File: src/rtl/bar_animator.sv
// bar_animator: a prescaled tick steps up to three bar positions (hold / wrap / ping-pong / steer),
// and the pixel colour is set by comparing x/y against them. Define BAR_ANIMATOR_PIXEL_REG_EN to register red/green/blue.
module bar_animator #(
  parameter int n_chan        = 2,
  parameter int w_div         = 20,
  parameter int screen_width  = 640,
  parameter int screen_height = 480,
  parameter int w_red         = 4,
  parameter int w_green       = 4,
  parameter int w_blue        = 4,
  parameter int w_x           = $clog2(screen_width),
  parameter int w_y           = $clog2(screen_height),
  parameter int w_p           = $clog2(screen_width + screen_height)
) (
  input  logic                 clk,
  input  logic                 rst,
  input  logic [w_div-1:0]     period,
  input  logic [2*n_chan-1:0]  mode,
  input  logic [n_chan-1:0]    inc,
  input  logic [n_chan-1:0]    dec,
  input  logic [w_x-1:0]       x,
  input  logic [w_y-1:0]       y,
  output logic                 tick,
  output logic [16*n_chan-1:0] pos,
  output logic [w_red-1:0]     red,
  output logic [w_green-1:0]   green,
  output logic [w_blue-1:0]    blue
);

  typedef enum logic {DIR_UP, DIR_DOWN} dir_e;

  function automatic logic [w_p-1:0] lim_of(input int c);
    case (c)
      0:       return w_p'(screen_width);
      1:       return w_p'(screen_width + screen_height - 1);
      default: return w_p'(screen_height);
    endcase
  endfunction

  logic [w_div-1:0] cnt_q, cnt_d;
  logic [3*w_p-1:0] pos_cur;

  // Comparing with >= lets a shrinking period pull an overshot count straight back to 0.
  always_comb begin
    tick  = (cnt_q == '0) && !rst;
    cnt_d = (cnt_q >= period) ? '0 : cnt_q + w_div'(1);
  end

  always_ff @(posedge clk) begin
    if (rst) cnt_q <= '0;
    else     cnt_q <= cnt_d;
  end

  for (genvar c = 0; c < 3; c++) begin : g_chan
    if (c < n_chan) begin : g_on
      localparam logic [w_p-1:0] lim      = lim_of(c);
      localparam logic [w_p-1:0] lim_m1   = lim - w_p'(1);
      localparam logic [w_p-1:0] lim_m2   = lim - w_p'(2);
      localparam logic [w_p-1:0] lim_half = lim >> 1;

      logic [w_p-1:0] pos_q, pos_d;
      dir_e           dir_q, dir_d;

      always_comb begin
        pos_d = pos_q;
        dir_d = dir_q;
        if (tick) begin
          unique case (mode[2*c +: 2])
            2'b00: pos_d = pos_q;
            2'b01: pos_d = (pos_q == lim_m1) ? '0 : pos_q + w_p'(1);
            2'b10: begin
              if (dir_q == DIR_UP) begin
                if (pos_q == lim_m1) begin
                  dir_d = DIR_DOWN;
                  pos_d = lim_m2;
                end else begin
                  pos_d = pos_q + w_p'(1);
                end
              end else begin
                if (pos_q == '0) begin
                  dir_d = DIR_UP;
                  pos_d = w_p'(1);
                end else begin
                  pos_d = pos_q - w_p'(1);
                end
              end
            end
            2'b11: begin
              // Re-centre from either end so steering can never leave 0..L-1.
              if (pos_q == '0 || pos_q == lim_m1) pos_d = lim_half;
              else if (inc[c] && !dec[c])         pos_d = pos_q + w_p'(1);
              else if (dec[c] && !inc[c])         pos_d = pos_q - w_p'(1);
              else                                pos_d = pos_q;
            end
          endcase
        end
      end

      always_ff @(posedge clk) begin
        if (rst) begin
          pos_q <= lim_half;
          dir_q <= DIR_UP;
        end else begin
          pos_q <= pos_d;
          dir_q <= dir_d;
        end
      end

      assign pos[16*c +: 16]        = 16'(pos_q);
      assign pos_cur[c*w_p +: w_p]  = pos_q;
    end else begin : g_off
      assign pos_cur[c*w_p +: w_p]  = '0;
    end
  end

  logic [w_p-1:0] xy_sum;
  logic           red_hit, green_hit, blue_hit;

  always_comb begin
    xy_sum    = w_p'(x) + w_p'(y);
    red_hit   = w_p'(x) > pos_cur[0 +: w_p];
    green_hit = (n_chan >= 2) && (xy_sum > pos_cur[w_p +: w_p]);
    blue_hit  = (n_chan >= 3) && (w_p'(y) > pos_cur[2*w_p +: w_p]);
  end

`ifdef BAR_ANIMATOR_PIXEL_REG_EN
  logic [w_red-1:0]   red_q, red_d;
  logic [w_green-1:0] green_q, green_d;
  logic [w_blue-1:0]  blue_q, blue_d;

  always_comb begin
    red_d   = {w_red{red_hit}};
    green_d = {w_green{green_hit}};
    blue_d  = {w_blue{blue_hit}};
  end

  always_ff @(posedge clk) begin
    if (rst) begin
      red_q   <= '0;
      green_q <= '0;
      blue_q  <= '0;
    end else begin
      red_q   <= red_d;
      green_q <= green_d;
      blue_q  <= blue_d;
    end
  end

  assign red   = red_q;
  assign green = green_q;
  assign blue  = blue_q;
`else
  always_comb begin
    red   = {w_red{red_hit}};
    green = {w_green{green_hit}};
    blue  = {w_blue{blue_hit}};
  end
`endif

endmodule

File: config.mk
export PLATFORM = sky130hd
export DESIGN_NAME = bar_animator
export DESIGN_NICKNAME = d
export VERILOG_FILES = /design/src/rtl/bar_animator.sv
export SDC_FILE = /design/constraint.sdc
export NUM_CORES = 1
export LEC_CHECK = 0
export CORE_UTILIZATION = 25
export DETAILED_ROUTE_END_ITERATION = 16
export PLACE_DENSITY = 0.41
export RECOVER_POWER = 25
export SLEW_MARGIN = 20
export SYNTH_ARGS = -nofsm -noshare
export SYNTH_HDL_FRONTEND = slang
export SYNTH_SLANG_ARGS = --single-unit
File: constraint.sdc
create_clock -name clk -period 8 [get_ports clk]
set_input_delay 1.6 -clock clk [delete_from_list [all_inputs] [get_ports clk]]
set_output_delay 1.6 -clock clk [all_outputs]
set_load 0.005 [all_outputs]
==> summary.txt <==
Worst hold path
  – Hold wc startpoint: cnt_q[0]
  – Hold crit path type: reg2reg

GRT
  – GRT Total Usage: 15.3%
  – Congestion Overflow GR: 0
  – First-pass GRT wire length: 24.6 mm
  – Largest net degree at the start of global routing: 27
  – Vias in the first global route: 4666
  – Initial antenna violation count: 0

STA
  – Slew Viols, Final: 0
  – Setup Skew: 0.0105 ns
  – # setup viols final: 0
  – Min cycle time layout: 6.95 ns
  – Final hold vios: 0
  – Worst-margin pin slew: 0.820 ns
  – Final worst slack: 1.05 ns
  – Setup TNS: 0 ns
  – Slew margin rel.: 45.4%
  – Fin crit share: 86.9%
  – Fmax achieved: 0.144 GHz
  – RSZ-0062 raised after global routing: no

Setup path
  – RR Startpoint: g_chan[1].g_on.pos_q[0]
  – WS Path Type: in2out
  – Critical Path Source: x[0]
  – CP max stage cell: clkdlybuf4s50_1
  – Worst path bufs/invs: 2
  – Required time of the critical path: 6.40 ns
  – Worst Setup Start Kind: input pin
  – Worst path max stage delay: 0.47 ns
  – Worst-path fanout max: 4
  – Crit end category: primary output
  – Worst EP arrival: 5.35 ns
  – Crit path max-delay family: compound AO/OA/AOI/OAI gates
  – Crit path cell chain: clkdlybuf4s50_1 -> ha_1 -> fa_1 -> a21o_1 -> a21oi_1 -> nor2b_1 -> o21ai_0 -> nor2b_1 -> xnor2_1 -> ha_1 -> and3_1 -> a221oi_1 -> a21boi_0 -> o31ai_1 -> a21oi_1 -> clkdlybuf4s50_1

CTS
  – Worst-path clk slew: 0.07 ns
  – Clk Latency, worst-skew pair: 0.31 ns
  – Post CTS Setup Buffer Count: 0
  – Clk buf depth: 2
  – CTS buffer count: 5
  – Htree depth: 2
  – # hold bufs at CTS: 0
  – Root Driver: clkbuf_16
  – PostCTS Resize Cnt: 0
  – Sinks on the clock net: 44
  – TritonCTS clock tree: built

Logic synthesis
  – Number of synthesized register bits: 44
  – Top FF cell, synth: dfxtp_1
  – EDFF count, synth: 0
  – Mean Syn Cell Area: 7.53 um2
  – Gate Count Post-Synth: 650
  – Ys Warns: 0
  – Yosys cell types: 71
  – Post-synthesis cell area: 4890 um2
  – Seq/Total Area, Yosys: 18.0%
  – Post-synth ARST share: 0%

Route
  – DR DRC count: 0
  – Post-Route WL: 15.2 mm
  – 1st-pass router iterations: 5
  – Wire per inst: 15.8 um
  – Antenna Violating Nets Remaining: 0
  – Routed vias: 4876
  – Number of DRC markers in iteration 0: 237
  – Via-to-Cell Ratio: 5.06

Die
  – I/O pins: 94
  – Initial Util: 25.8%
  – Rows: 50
  – Core area: 19000 um2
  – Die X: 142 um
  – Die height: 142 um
  – Full die area: 20100 um2

Placement
  – Final HPWL DP: 11.8 mm
  – DP Worst Slack: 1.02 ns
  – Port Buf Inserts: 79
  – Final weighted congestion in routability-driven placement: 0.882

Power and ir drop
  – Clk network pwr share: 31.9%
  – Comb pwr share: 35.5%
  – Max IR drop VDD: 0.0917 mV
  – Leak pwr: 2.45 nW
  – Share of power burned in registers: 32.6%
  – Pwr/cell area: 134 nW/um2
  – Pint: 0.520 mW
  – NetSw: 0.276 mW
  – Sw frac: 34.7%

Layout
  – Layout area overhead: 21.8%
  – Fraction of layout cells with a size suffix above 1: 4.26%
  – Nets: 811
  – Diode count: 0
  – Layout fillers: 2050

Run status
  – Outcome: complete, no violations

Flow run
  – Max-Cap Viols: 0
==> layout make-up <==
cell class	count	area (um2)	area share (%)
well taps	260	325	5.46
clock buffers	5	125	2.10
repair buffers	80	798	13.4
inverters	55	206	3.46
multi-input cells	517	3580	60.0
clock inverters	3	47.5	0.798
flip-flops and latches	44	881	14.8
==> Yosys cell counts, types with 10 or more instances <==
cell,instances,share of area (%)
xor2_1,16,2.9
o21ai_0,23,2.4
a21oi_1,34,3.5
buf_4,22,3.4
a211oi_1,10,1.5
dfxtp_1,44,18
nand3_1,30,3.1
nor3_1,29,3.0
ha_1,58,15
inv_1,55,4.2
a21o_1,10,1.5
buf_2,10,1.0
nand2_1,33,2.5
clkbuf_1,14,1.1
nand4_1,13,1.7
nor2_1,52,4.0
xnor2_1,25,4.5
and3_1,14,1.8
==> stage by stage <==
| step | area, um2 | hold WS, ns | instances | power [mW] | util [%] |
|---|---|---|---|---|---|
| 3_3_place_gp | 5790 | 0.457 | 956 | 0.549 | 30.5 |
| 3_5_place_dp | 5790 | 0.472 | 956 | 0.549 | 30.5 |
| 4_1_cts | 5960 | 0.484 | 964 | 0.807 | 31.4 |
| 5_1_grt | 5960 | 0.510 | 964 | 0.846 | 31.4 |
| 6_report | 5960 | 0.485 | 964 | 0.796 | 31.4 |
| 2_1_floorplan | 4940 | 0.441 | 663 | 0.452 | - |
==> power groups by stage <==
stage | clock network (mW) | registers (mW) | logic [mW]
floorplan | 0 | 0.246 | 0.206
CTS | 0.262 | 0.260 | 0.285
global placement | 0 | 0.265 | 0.284
global route | 0.268 | 0.263 | 0.315
detailed placement | 0 | 0.265 | 0.284
finish | 0.254 | 0.260 | 0.282
==> path summary, 6_finish.rpt <==
check / to / slack, ns / cells past startpoint
setup reg to reg: g_chan[1].g_on.pos_q[7] / 5.19 / 8
hold reg to reg: cnt_q[0] / 0.49 / 1
setup / recovery: green[3] / 1.05 / 16
hold / removal: cnt_q[0] / 0.49 / 1
==> layout by cell type (no fill, tap or decap), types with 5 or more instances in the layout <==
| master | n |
|---|---|
| a21oi_1 | 34 |
| o21a_1 | 6 |
| o211ai_1 | 8 |
| a221oi_1 | 9 |
| o21ai_0 | 23 |
| nand4_1 | 13 |
| nor2b_1 | 9 |
| a211oi_1 | 10 |
| a22oi_1 | 7 |
| nand3_1 | 30 |
| o31ai_1 | 9 |
| and2_1 | 8 |
| dlygate4sd3_1 | 18 |
| and3_1 | 14 |
| nand2b_1 | 9 |
| nand2_1 | 33 |
| clkdlybuf4s50_1 | 61 |
| a31oi_1 | 7 |
| ha_1 | 58 |
| a21o_1 | 10 |
| conb_1 | 14 |
| nor3_1 | 29 |
| nor4_1 | 9 |
| or3_1 | 6 |
| xor2_1 | 16 |
| inv_1 | 55 |
| clkbuf_16 | 5 |
| xnor2_1 | 25 |
| nor2_1 | 52 |
| dfxtp_1 | 44 |
==> cell families (layout without fill, tap and decap cells) <==
group	Yosys count	in the layout	synth area share [%]
and+or+nand+nor	239	239	25.9
AOI/OAI and AO/OA	162	162	23.1
buffers and inverters	102	143	9.92
adders and majority gates	59	59	15.2
DFF	44	44	18.0
xor gates and xnor gates	41	41	7.34
muxes	2	2	0.409
other	1	14	0.0766
==> sequential cells by signal, indices dropped and copies added (netlist names) <==
register,flops
g_chan.g_on.dir_q,2
g_chan.g_on.pos_q,22
cnt_q,20
==> layer usage <==
| metal | up-vias | global-route usage [%] | wire length [um] | share of wire, % |
|---|---|---|---|---|
| met5 | - | 0 | 0 | 0 |
| met3 | 10 | 3.14 | 885 | 5.8 |
| met1 | 2259 | 21.1 | 7480 | 49 |
| met4 | 0 | 3.85 | 144 | 0.95 |
| li1 | 2443 | - | - | - |
| met2 | 164 | 24.3 | 6690 | 44 |
No activity file was read; power rests on OpenSTA's default activity.
